==> src/rtl/ex_sched.sv <==
// ex_sched: shares one execute datapath between two issue ports.
//
// Two requesters present operation bundles with valid/ready handshakes. A
// round-robin arbiter selects one per cycle and drives its bundle to the
// shared EX unit. The EX unit's combinational result is captured into a
// one-entry output register, tagged with the winning port and its request tag.
//
// Optional feature: define EX_SCHED_PERF_EN to build saturating performance
// counters. Without it the perf_* outputs are tied to zero and perf_clr is
// ignored.
//
// Ports
//   clock, reset_n            clock (rising edge), asynchronous active-low reset
//   req{0,1}_valid/_ready     request handshake per issue port
//   req{0,1}_op, req{0,1}_tag operation bundle and tag per issue port
//   ex_op                     bundle driven to the shared EX unit (zero if idle)
//   ex_result, ex_inval       combinational EX result for ex_op
//   rsp_valid/_ready          registered response handshake
//   rsp_port, rsp_tag         issuing port and its tag
//   rsp_result, rsp_inval     registered ex_result / ex_inval
//   perf_clr                  synchronous clear of the perf counters
//   perf_grant0/1             accepted transfers per port
//   perf_conflict             cycles with a valid request left unaccepted

module ex_sched #(
    parameter int unsigned OP_W  = 140,
    parameter int unsigned TAG_W = 6,
    parameter int unsigned CNT_W = 32
) (
    input  logic             clock,
    input  logic             reset_n,

    input  logic             req0_valid,
    output logic             req0_ready,
    input  logic [OP_W-1:0]  req0_op,
    input  logic [TAG_W-1:0] req0_tag,

    input  logic             req1_valid,
    output logic             req1_ready,
    input  logic [OP_W-1:0]  req1_op,
    input  logic [TAG_W-1:0] req1_tag,

    output logic [OP_W-1:0]  ex_op,
    input  logic [31:0]      ex_result,
    input  logic             ex_inval,

    output logic             rsp_valid,
    input  logic             rsp_ready,
    output logic             rsp_port,
    output logic [TAG_W-1:0] rsp_tag,
    output logic [31:0]      rsp_result,
    output logic             rsp_inval,

    input  logic             perf_clr,
    output logic [CNT_W-1:0] perf_grant0,
    output logic [CNT_W-1:0] perf_grant1,
    output logic [CNT_W-1:0] perf_conflict
);

    // ------------------------------------------------------------------
    // State
    // ------------------------------------------------------------------
    logic             rsp_valid_q,  rsp_valid_d;
    logic             rsp_port_q,   rsp_port_d;
    logic [TAG_W-1:0] rsp_tag_q,    rsp_tag_d;
    logic [31:0]      rsp_result_q, rsp_result_d;
    logic             rsp_inval_q,  rsp_inval_d;
    // Port that won the most recent transfer; the other port wins a tie.
    logic             last_grant_q, last_grant_d;

    logic             can_accept;
    logic             grant0;
    logic             grant1;
    logic             xfer0;
    logic             xfer1;

    // ------------------------------------------------------------------
    // Arbitration
    // ------------------------------------------------------------------
    // The output register can take new data when empty or when it drains
    // in this same cycle.
    assign can_accept = ~rsp_valid_q | rsp_ready;

    always_comb begin
        grant0 = 1'b0;
        grant1 = 1'b0;
        case ({req1_valid, req0_valid})
            2'b01:   grant0 = 1'b1;
            2'b10:   grant1 = 1'b1;
            2'b11: begin
                if (last_grant_q) begin
                    grant0 = 1'b1;
                end else begin
                    grant1 = 1'b1;
                end
            end
            default: ;
        endcase
    end

    assign req0_ready = grant0 & can_accept;
    assign req1_ready = grant1 & can_accept;

    assign xfer0 = req0_valid & req0_ready;
    assign xfer1 = req1_valid & req1_ready;

    // The EX unit sees the granted op even while stalled; its result is only
    // captured on a transfer.
    always_comb begin
        ex_op = '0;
        if (grant1) begin
            ex_op = req1_op;
        end else if (grant0) begin
            ex_op = req0_op;
        end
    end

    // ------------------------------------------------------------------
    // Output register
    // ------------------------------------------------------------------
    always_comb begin
        rsp_valid_d  = rsp_valid_q;
        rsp_port_d   = rsp_port_q;
        rsp_tag_d    = rsp_tag_q;
        rsp_result_d = rsp_result_q;
        rsp_inval_d  = rsp_inval_q;
        last_grant_d = last_grant_q;

        if (xfer0 | xfer1) begin
            rsp_valid_d  = 1'b1;
            rsp_port_d   = xfer1;
            rsp_tag_d    = xfer1 ? req1_tag : req0_tag;
            rsp_result_d = ex_result;
            rsp_inval_d  = ex_inval;
            last_grant_d = xfer1;
        end else if (rsp_ready) begin
            // Drained with nothing new: data fields keep their stale values.
            rsp_valid_d = 1'b0;
        end
    end

    always_ff @(posedge clock or negedge reset_n) begin
        if (!reset_n) begin
            rsp_valid_q  <= 1'b0;
            rsp_port_q   <= 1'b0;
            rsp_tag_q    <= '0;
            rsp_result_q <= '0;
            rsp_inval_q  <= 1'b0;
            last_grant_q <= 1'b1;
        end else begin
            rsp_valid_q  <= rsp_valid_d;
            rsp_port_q   <= rsp_port_d;
            rsp_tag_q    <= rsp_tag_d;
            rsp_result_q <= rsp_result_d;
            rsp_inval_q  <= rsp_inval_d;
            last_grant_q <= last_grant_d;
        end
    end

    assign rsp_valid  = rsp_valid_q;
    assign rsp_port   = rsp_port_q;
    assign rsp_tag    = rsp_tag_q;
    assign rsp_result = rsp_result_q;
    assign rsp_inval  = rsp_inval_q;

    // ------------------------------------------------------------------
    // Performance counters
    // ------------------------------------------------------------------
`ifdef EX_SCHED_PERF_EN
    logic [CNT_W-1:0] perf_grant0_q,   perf_grant0_d;
    logic [CNT_W-1:0] perf_grant1_q,   perf_grant1_d;
    logic [CNT_W-1:0] perf_conflict_q, perf_conflict_d;
    logic             conflict;

    assign conflict = (req0_valid & ~req0_ready) | (req1_valid & ~req1_ready);

    // Counters saturate at all-ones; clear wins over increment.
    always_comb begin
        perf_grant0_d   = perf_grant0_q;
        perf_grant1_d   = perf_grant1_q;
        perf_conflict_d = perf_conflict_q;
        if (perf_clr) begin
            perf_grant0_d   = '0;
            perf_grant1_d   = '0;
            perf_conflict_d = '0;
        end else begin
            if (xfer0 && (perf_grant0_q != {CNT_W{1'b1}})) begin
                perf_grant0_d = perf_grant0_q + CNT_W'(1);
            end
            if (xfer1 && (perf_grant1_q != {CNT_W{1'b1}})) begin
                perf_grant1_d = perf_grant1_q + CNT_W'(1);
            end
            if (conflict && (perf_conflict_q != {CNT_W{1'b1}})) begin
                perf_conflict_d = perf_conflict_q + CNT_W'(1);
            end
        end
    end

    always_ff @(posedge clock or negedge reset_n) begin
        if (!reset_n) begin
            perf_grant0_q   <= '0;
            perf_grant1_q   <= '0;
            perf_conflict_q <= '0;
        end else begin
            perf_grant0_q   <= perf_grant0_d;
            perf_grant1_q   <= perf_grant1_d;
            perf_conflict_q <= perf_conflict_d;
        end
    end

    assign perf_grant0   = perf_grant0_q;
    assign perf_grant1   = perf_grant1_q;
    assign perf_conflict = perf_conflict_q;
`else
    logic unused_perf_clr;
    assign unused_perf_clr = perf_clr;

    assign perf_grant0   = '0;
    assign perf_grant1   = '0;
    assign perf_conflict = '0;
`endif

endmodule

==> config.mk <==
export PLATFORM = sky130hd
export DESIGN_NAME = ex_sched
export DESIGN_NICKNAME = d
export VERILOG_FILES = /design/src/rtl/ex_sched.sv
export SDC_FILE = /design/constraint.sdc
export NUM_CORES = 1
export LEC_CHECK = 0
export CAP_MARGIN = 20
export CORE_AREA = 2 2 240 242
export CTS_CLUSTER_SIZE = 24
export DETAILED_ROUTE_END_ITERATION = 16
export DIE_AREA = 0 0 242 244
export SETUP_SLACK_MARGIN = 0.2
export SYNTH_ARGS = -nofsm -noshare
export SYNTH_HDL_FRONTEND = slang
export SYNTH_SLANG_ARGS = --single-unit
==> constraint.sdc <==
create_clock -name clock -period 1.42 [get_ports clock]
set_input_delay 0.284 -clock clock [delete_from_list [all_inputs] [get_ports clock]]
set_output_delay 0.284 -clock clock [all_outputs]
set_load 0.02 [all_outputs]
==> results_dict.tcl, run 1 <==
set metrics [dict create \
    drv_cap 0 \
    nNetsFinal 1495 \
    cp_max_fo 4 \
    num_vias 7110 \
    worst_slack_ns -0.970 \
    gp_congestion 0.979 \
    die_w_um 242 \
    drt_iter0_drc 292 \
    required_ns 1.14 \
    violations "setup timing" \
    grt_pass1_wl_um 47800 \
    core_um2 56200 \
    cts_buffers 5 \
    drive_above_1_share_pct 39.7 \
    clk_pin_slew_ns 0.07 \
    io_pins 610 \
    rows 87 \
    grt_max_degree 74 \
    multiInputGateArea_um2 3730 \
    antenna_found_initial 4 \
    postSynthCellCount 561 \
    fillers 6026 \
    yosysUniqueCellTypes 28 \
    vias_per_cell 3.70 \
    cts_root_buf "clkbuf_16" \
    grt_pass1_vias 6992 \
    cts_buffer_depth 2 \
    dpl.hpwl_um 23000 \
    syn2layout_area_growth_pct 172 \
    track_usage_pct 10.8 \
    drt_first_pass_iters 5 \
    fin_crit_sh_pct 168 \
    die_h_um 244 \
    cts_tree "done" \
    rsz0062_at_grt "true" \
    peakVddDrop_mv 0.453 \
    fmax_mhz 418 \
    end_kind "output port" \
    synth_seq_area_share_pct 21.4 \
    netlist_area_um2 4920 \
    seq_area_um2 1050 \
    antenna_left 0 \
    htree_levels 2 \
    hp-class "in2async" \
    totalWireLength_um 37700 \
    cts_sinks 42 \
    hold_violations 0 \
    final.setup.tns_ns -129.59 \
    overflow 0 \
    slew_violations 0 \
    drc 0 \
    setup.worst_path.start_class "flip-flop" \
    layout_min_cycle_time_ns 2.39 \
    r2r_cells 9 \
    postSynthRegisterBits 42 \
    outcome "finished, violations left" \
    wl_per_cell_um 19.6 \
    p_per_area_nw_per_um2 728 \
    ys_warn_count 0 \
    fin_worst_skew_ns 0.00489 \
    numPortBuffers 512 \
    start_util_pct 8.76 \
    critPathArrivalTime_ns 2.11 \
    avgSynthCellArea_um2 8.77 \
    critPathKind "reg2out" \
    setup_viol 183 \
    clkLatencyLatePin_ns 0.29 \
    dieArea_um2 59000 \
    leakagePower_uw 0.00598 \
    pre_cts_slack_ns -0.879 \
]
-- what timing repair did --
item	CTS	global route
endpoints found under the setup margin	224	194
hold buffers	1	0
gates cloned	21	12
pin swaps	62	86
buffers inserted	53	25
gates resized for setup	913	216
endpoints found under the hold margin	11	0
-- registers in the layout, indices dropped and copies added, names as in the netlist --
| signal | count |
|---|---|
| rsp_valid | 1 |
| rsp_tag | 6 |
| rsp_inval | 1 |
| rsp_port | 1 |
| last_grant_q | 1 |
| rsp_result | 32 |
-- worst max-delay path, stage by stage, from the launching register on --
cell      delay, ns
dfstp_2        0.53
nand2b_4       0.14
buf_12         0.12
nand2_8        0.08
buf_12         0.15
buf_8          0.11
buf_6          0.10
buf_6          0.11
buf_6          0.11
a31o_1         0.23
buf_6          0.14
-- final timing paths --
check | start | end | slack, ns
hold / removal | reset_n | rsp_result[22]$_DFFE_PN0P_ | 0.45
setup reg to reg | last_grant_q$_DFFE_PN1P_ | rsp_tag[0]$_DFFE_PN0P_ | -0.37
min in group clock | rsp_port$_DFFE_PN0P_ | rsp_port$_DFFE_PN0P_ | 0.48
hold reg to reg | rsp_port$_DFFE_PN0P_ | rsp_port$_DFFE_PN0P_ | 0.48
max in group asynchronous | reset_n | rsp_result[15]$_DFFE_PN0P_ | 0.45
setup / recovery | last_grant_q$_DFFE_PN1P_ | ex_op[71] | -0.97
-- layout by cell type (no fill, tap or decap), drive strengths merged --
master / instances
a21bo: 1
nor2: 2
bufinv: 1
dfstp: 1
and3: 140
o31ai: 6
clkdlybuf4s50: 325
and2b: 1
diode: 1
dlygate4sd3: 1
mux2: 33
nand4: 6
clkinvlp: 2
inv: 2
conb: 96
buf: 326
nor2b: 1
nand2b: 3
dfrtp: 41
nor3: 6
nand2: 3
a31o: 140
bufbuf: 2
clkbuf: 16
nand3: 1
a31oi: 6
a21o: 2
dlygate4sd2: 1
-- per-stage QoR --
step,hold WS [ns],utilization [%],power [uW],area (um^2),instances
5_1_grt,0.475,23.8,10200,13400,1921
4_1_cts,0.452,21.7,8920,12200,1884
6_report,0.451,23.8,9740,13400,1922
3_3_place_gp,0.220,19.4,6590,10900,1801
2_1_floorplan,-0.0116,-,4190,5530,656
3_5_place_dp,0.232,19.4,6630,10900,1801
-- synthesized netlist by cell type, drive strengths merged --
master / instances / share of area, %
mux2: 33 / 7.6
o31ai: 6 / 0.92
nor2: 2 / 0.36
a31o: 140 / 25
and2b: 1 / 0.15
nand2: 2 / 0.20
a21o: 2 / 0.31
nand4: 6 / 0.76
a31oi: 6 / 0.76
conb: 1 / 0.076
and3: 140 / 18
nor3: 6 / 0.61
buf: 133 / 20
dfstp: 1 / 0.53
nor2b: 1 / 0.13
a21bo: 1 / 0.20
clkbuf: 32 / 2.4
inv: 3 / 0.23
nand2b: 3 / 0.69
nand3: 1 / 0.10
dfrtp: 41 / 21
-- power breakdown --
part / internal, uW / switching [uW]
logic: 3830 / 3090
registers: 1390 / 104
clock network: 831 / 500
-- area by class of cell --
class	count	area share (%)
clock buffers	6	0.963
well taps	756	7.07
inverters	3	0.131
flip-flops and latches	42	7.87
diodes	1	0.0187
clock inverters	2	0.280
multi-input cells	447	27.9
repair buffers	665	55.8
-- cell families after synthesis --
logic type	share of synthesized area, %
compound gates	27.1
flops	21.4
mux	7.56
buf+inv	23.0
simple gates	20.8
other cells	0.0762
-- layer usage --
metal  vias to the layer above  GRT usage, %  wire [um]
met5                         -             0          0
met4                         0          2.69        828
met3                        45          2.29       2650
met2                       441          19.7      19200
met1                      3462          12.9      15000
li1                       3162             -          -
Power figures use the tool's default switching activity.
==> inputs of run 2 (changes only) <==
HOLD_SLACK_MARGIN = 0.08   (was unset)
MAX_ROUTING_LAYER = met4   (was unset)
==> run 2 against run 1 <==
Net effect:
- the run still ends with setup timing left
- first-iteration DRC count is the same
- sequential cell count stayed put
- sequential power is essentially flat
- global-route usage grew 0.32 points
- via count down 0.11%
- fmax is essentially flat
- register-to-register slack gained 0.02 ns
- sequential share of layout area barely moved
- combinational power about the same
- non-clock buffer count did not move
- clock-buffer cell count stayed put
- power rose by 0.21%
==> results_dict.tcl, run 2 (synthesized netlist as in run 1, its figures left out) <==
set metrics [dict create \
    outcome "finished, violations left" \
    violations "setup timing" \
    required_ns 1.14 \
    cts_sinks 42 \
    cts_root_buf "clkbuf_16" \
    drt_iter0_drc 292 \
    grt_pass1_wl_um 47800 \
    detailed_place.area_um2 10900 \
    crit_path_top_delay_cell "dfstp_2" \
    antenna_left 0 \
    busiest_layer "met2" \
    globalRouteMet3Util_pct 2.17 \
    design_area_um2 13400 \
    dp.cells 1801 \
    setup.worst_path.start_class "flip-flop" \
    slowest_delay_ns 0.53 \
    numPortBuffers 512 \
    dpl.hpwl_um 23000 \
    critPathKind "reg2out" \
    drt_first_pass_iters 5 \
    rsz0062_at_grt "true" \
    crit_chain "nand2b_4 -> buf_12 -> nand2_8 -> buf_12 -> buf_8 -> buf_6 -> buf_6 -> buf_6 -> a31o_1 -> buf_6" \
    dieArea_um2 59000 \
    grtUsageMet2_pct 19.8 \
    r2r_cells 9 \
    start_util_pct 8.76 \
    end_kind "output port" \
    largest_register_ffs 32 \
    totalWireLength_um 37700 \
    overflow 0 \
    core_um2 56200 \
    htree_levels 2 \
    io_pins 610 \
    hold_violations 0 \
    rr_startpoint "last_grant_q$_DFFE_PN1P_" \
    cp_common_cell "buf_6" \
    reg2reg_slack_ns -0.35 \
    syn2layout_area_growth_pct 173 \
    rows 87 \
    track_usage_pct 11.1 \
    die_w_um 242 \
    drive_above_1_share_pct 39.7 \
    multiInputGateArea_um2 3730 \
    fillers 6027 \
    wl_per_cell_um 19.6 \
    hold_slack_ns 0.450 \
    critPathArrivalTime_ns 2.11 \
    gp_congestion 0.997 \
    use_met1_pct 12.9 \
    cts_tree "done" \
    clk_pin_slew_ns 0.07 \
    vias_per_cell 3.69 \
    fmax_mhz 418 \
    nNetsFinal 1495 \
    slew_violations 0 \
    clkLatencyLatePin_ns 0.29 \
    final_cell_mix "325 x clkdlybuf4s50_1, 169 x buf_6, 112 x a31o_1" \
    worst_slack_ns -0.970 \
    seq_area_um2 1050 \
    die_h_um 244 \
    cp_max_fo 4 \
    fin_worst_skew_ns 0.00494 \
    layout_min_cycle_time_ns 2.39 \
    peakVddDrop_mv 0.458 \
    cts_buffer_depth 2 \
    finalNonFillerCells 1923 \
    p_per_area_nw_per_um2 729 \
    fin_crit_sh_pct 168 \
    antenna_found_initial 5 \
    leakagePower_uw 0.00598 \
    grt_pass1_vias 6981 \
    hp-class "in2async" \
    setup_viol 183 \
    grt_max_degree 74 \
    final_common_cell "clkdlybuf4s50_1" \
    cts_buffers 5 \
    num_vias 7102 \
    drc 0 \
    startpoint "last_grant_q$_DFFE_PN1P_" \
    drv_cap 0 \
]
[run 2: worst max-delay path, delay by kind of cell (launching register included)]
kind | cells | cell delay (ns)
flip-flops | 1 | 0.53
buffers and inverters | 7 | 0.84
AND/OR/NAND/NOR | 2 | 0.22
AO/OA/AOI/OAI | 1 | 0.23
[run 2: path summary, 6_finish.rpt]
path,endpoint
max,ex_op[71]
min,rsp_result[22]$_DFFE_PN0P_
max reg2reg,rsp_port$_DFFE_PN0P_
min reg2reg,rsp_port$_DFFE_PN0P_
max in group asynchronous,rsp_result[3]$_DFFE_PN0P_
min in group clock,rsp_port$_DFFE_PN0P_
[run 2: where the power goes]
| part | switching (uW) | internal [uW] |
|---|---|---|
| Combinational | 3100 | 3840 |
| Clock | 507 | 831 |
| Sequential | 104 | 1390 |
| Total | 3710 | 6060 |
[run 2: repair_timing]
action,CTS,global route
endpoints found under the hold margin,11,0
buffers inserted,53,25
cloned,21,12
hold buffers,1,0
resized for setup,913,220
setup endpoints to repair,224,194
pin swaps,62,85
[run 2: area by class of cell]
cell class                 count  share of cell area (%)
antenna                        2                  0.0373
sequential                    42                    7.86
multi-input combinational    447                    27.9
timing repair buffer         665                    55.8
inverter                       3                   0.131
clock buffer                   6                   0.962
clock inverter                 2                   0.280
tap                          756                    7.06
[run 2: layer usage]
metal | vias to the layer above | wire (um)
li1 | 3158 | -
met1 | 3445 | 14900
met3 | 45 | 2620
met5 | - | 0
met4 | 0 | 801
met2 | 454 | 19400
[run 2: stage by stage]
stage / setup WS, ns / total power [uW] / utilization, % / TNS, ns
2_1_floorplan: -0.174 / 4190 / - / -25.23
3_3_place_gp: -0.870 / 6590 / 19.4 / -128.07
3_5_place_dp: -0.879 / 6630 / 19.4 / -128.62
4_1_cts: -1.12 / 8920 / 21.7 / -127.57
5_1_grt: -1.06 / 10200 / 23.9 / -142.18
6_report: -0.970 / 9760 / 23.9 / -129.64
==> inputs of run 3 (changes only) <==
TNS_END_PERCENT = 30   (was unset)
==> run 3 against run 2 <==
Net effect:
- the flow still finishes with violations (setup timing)
- die area is the same
- first-iteration DRC count decreased by 16%
- cell count decreased by 4.1%
- utilization down 3.7 points
- sequential power about the same
- power fell by 17%
- highest routed layer unchanged
==> results_dict.tcl, run 3 (synthesized netlist as in run 1, its figures left out) <==
set metrics [dict create \
    slew_violations 0 \
    io_pins 610 \
    fin_worst_skew_ns 0.0108 \
    r2r_cells 5 \
    violations "setup timing" \
    htree_levels 2 \
    vias_per_cell 3.50 \
    clkLatencyLatePin_ns 0.30 \
    die_w_um 242 \
    crit_family "buffers and inverters" \
    antenna_left 0 \
    die_h_um 244 \
    hold_slack_ns 0.482 \
    setup.worst_path.start_class "flip-flop" \
    cts_tree "done" \
    grt_max_degree 51 \
    num_vias 6460 \
    drt_first_pass_iters 5 \
    rr_startpoint "rsp_valid$_DFFE_PN0P_" \
    layout_min_cycle_time_ns 2.31 \
    critPathKind "reg2out" \
    rows 87 \
    worst_slack_ns -0.888 \
    setup_viol 204 \
    peakVddDrop_mv 0.441 \
    grt_pass1_vias 6375 \
    rsz0062_at_grt "true" \
    crit_chain "nand2b_4 -> buf_12 -> buf_12 -> buf_12 -> buf_4 -> buf_4 -> and3_1 -> a31o_1 -> buf_6" \
    nNetsFinal 1418 \
    final_common_cell "clkdlybuf4s50_1" \
    cts_buffers 5 \
    cts_root_buf "clkbuf_16" \
    r2r_end "rsp_result[20]$_DFFE_PN0P_" \
    wl_per_cell_um 17.3 \
    cts_buffer_depth 2 \
    hold_violations 0 \
    drt_iter0_drc 245 \
    post-route-util_pct 20.2 \
    end_kind "output port" \
    track_usage_pct 9.47 \
    crit_buf_inv 6 \
    crit_path_top_delay_cell "dfstp_2" \
    required_ns 1.14 \
    gp_congestion 1.02 \
    numPortBuffers 512 \
    overflow 0 \
    p_per_area_nw_per_um2 715 \
    drive_above_1_share_pct 27.7 \
    drv_cap 0 \
    hp-class "in2async" \
    dpl.hpwl_um 23400 \
    fmax_mhz 433 \
    antenna_found_initial 2 \
    reg2reg_slack_ns -0.11 \
    final_cell_mix "352 x clkdlybuf4s50_1, 133 x and3_1, 118 x a31o_1" \
    dieArea_um2 59000 \
    cp_max_fo 6 \
    syn2layout_area_growth_pct 130 \
    cts_sinks 42 \
    slowest_delay_ns 0.37 \
    fin_crit_sh_pct 163 \
    fillers 6290 \
    critPathArrivalTime_ns 2.02 \
    totalWireLength_um 31800 \
    outcome "finished, violations left" \
    largest_register_ffs 32 \
    cp_common_cell "buf_12" \
    grt_pass1_wl_um 41200 \
    drc 0 \
    core_um2 56200 \
    leakagePower_uw 0.00513 \
    start_util_pct 8.76 \
    clk_pin_slew_ns 0.07 \
]
## run 3: changes by cell type in the layout (fill, tap and decap cells not counted), moves of 16 or more
| cell | previous run | this run |
|---|---|---|
| clkdlybuf4s50_1 | 325 | 352 |
| and3_4 | 43 | 4 |
| and3_1 | 97 | 133 |
| a31o_4 | 28 | 7 |
| mux2_4 | 33 | 0 |
| clkbuf_2 | 1 | 17 |
| buf_6 | 169 | 70 |
| mux2_2 | 0 | 32 |
## run 3: what timing repair did
item,CTS,global route
hold buffers,1,0
hold endpoints to repair,11,0
setup endpoints to repair,224,224
buffers inserted,7,11
pin swaps,3,28
cloned,4,11
gates resized for setup,311,409
## run 3: power by group
| part | switching (uW) | internal, uW | total (uW) |
|---|---|---|---|
| Sequential | 96.8 | 1390 | 1480 |
| Combinational | 2610 | 2810 | 5410 |
| Clock | 548 | 654 | 1200 |
## run 3: how the worst max path moves through the flow
stage                             start    endpoint  slack, ns  cells past startpoint
5_1_grt        last_grant_q$_DFFE_PN1P_  ex_op[113]      -0.95                      9
3_3_place_gp   last_grant_q$_DFFE_PN1P_   ex_op[94]      -0.90                      6
2_1_floorplan  last_grant_q$_DFFE_PN1P_  ex_op[109]      -0.17                      5
4_1_cts        last_grant_q$_DFFE_PN1P_  ex_op[100]      -0.95                      6
6_report       last_grant_q$_DFFE_PN1P_  ex_op[113]      -0.89                      9
3_5_place_dp   last_grant_q$_DFFE_PN1P_   ex_op[93]      -0.93                      6
## run 3: layout make-up
cell class,instances,area [um^2],area share (%)
clock buffer,5,125,1.10
inverter,3,11.3,0.0993
clock inverter,3,21.3,0.188
timing repair buffer,588,5970,52.6
antenna,1,2.50,0.0221
tap,756,946,8.35
multi-input combinational,447,3210,28.3
sequential,42,1050,9.28
## run 3: stage by stage
stage / instance area, um^2 / worst slack (ns) / std cells / power (uW) / TNS (ns)
floorplan: 5300 / -0.174 / 656 / 4040 / -24.13
global placement: 10700 / -0.899 / 1802 / 6460 / -136.17
detailed placement: 10700 / -0.931 / 1802 / 6490 / -139.75
CTS: 10900 / -0.955 / 1822 / 7720 / -135.43
global route: 11300 / -0.952 / 1845 / 8510 / -127.62
finish: 11300 / -0.888 / 1845 / 8100 / -113.15
## run 3: routing by layer
metal  wire length, um  global-route usage [%]  vias to the layer above
li1                  -                       -                     2984
met1             12000                    9.99                     3039
met2             16500                    17.8                      405
met3              2450                    2.10                       32
met4               874                    2.32                        0
met5                 0                       -                        -
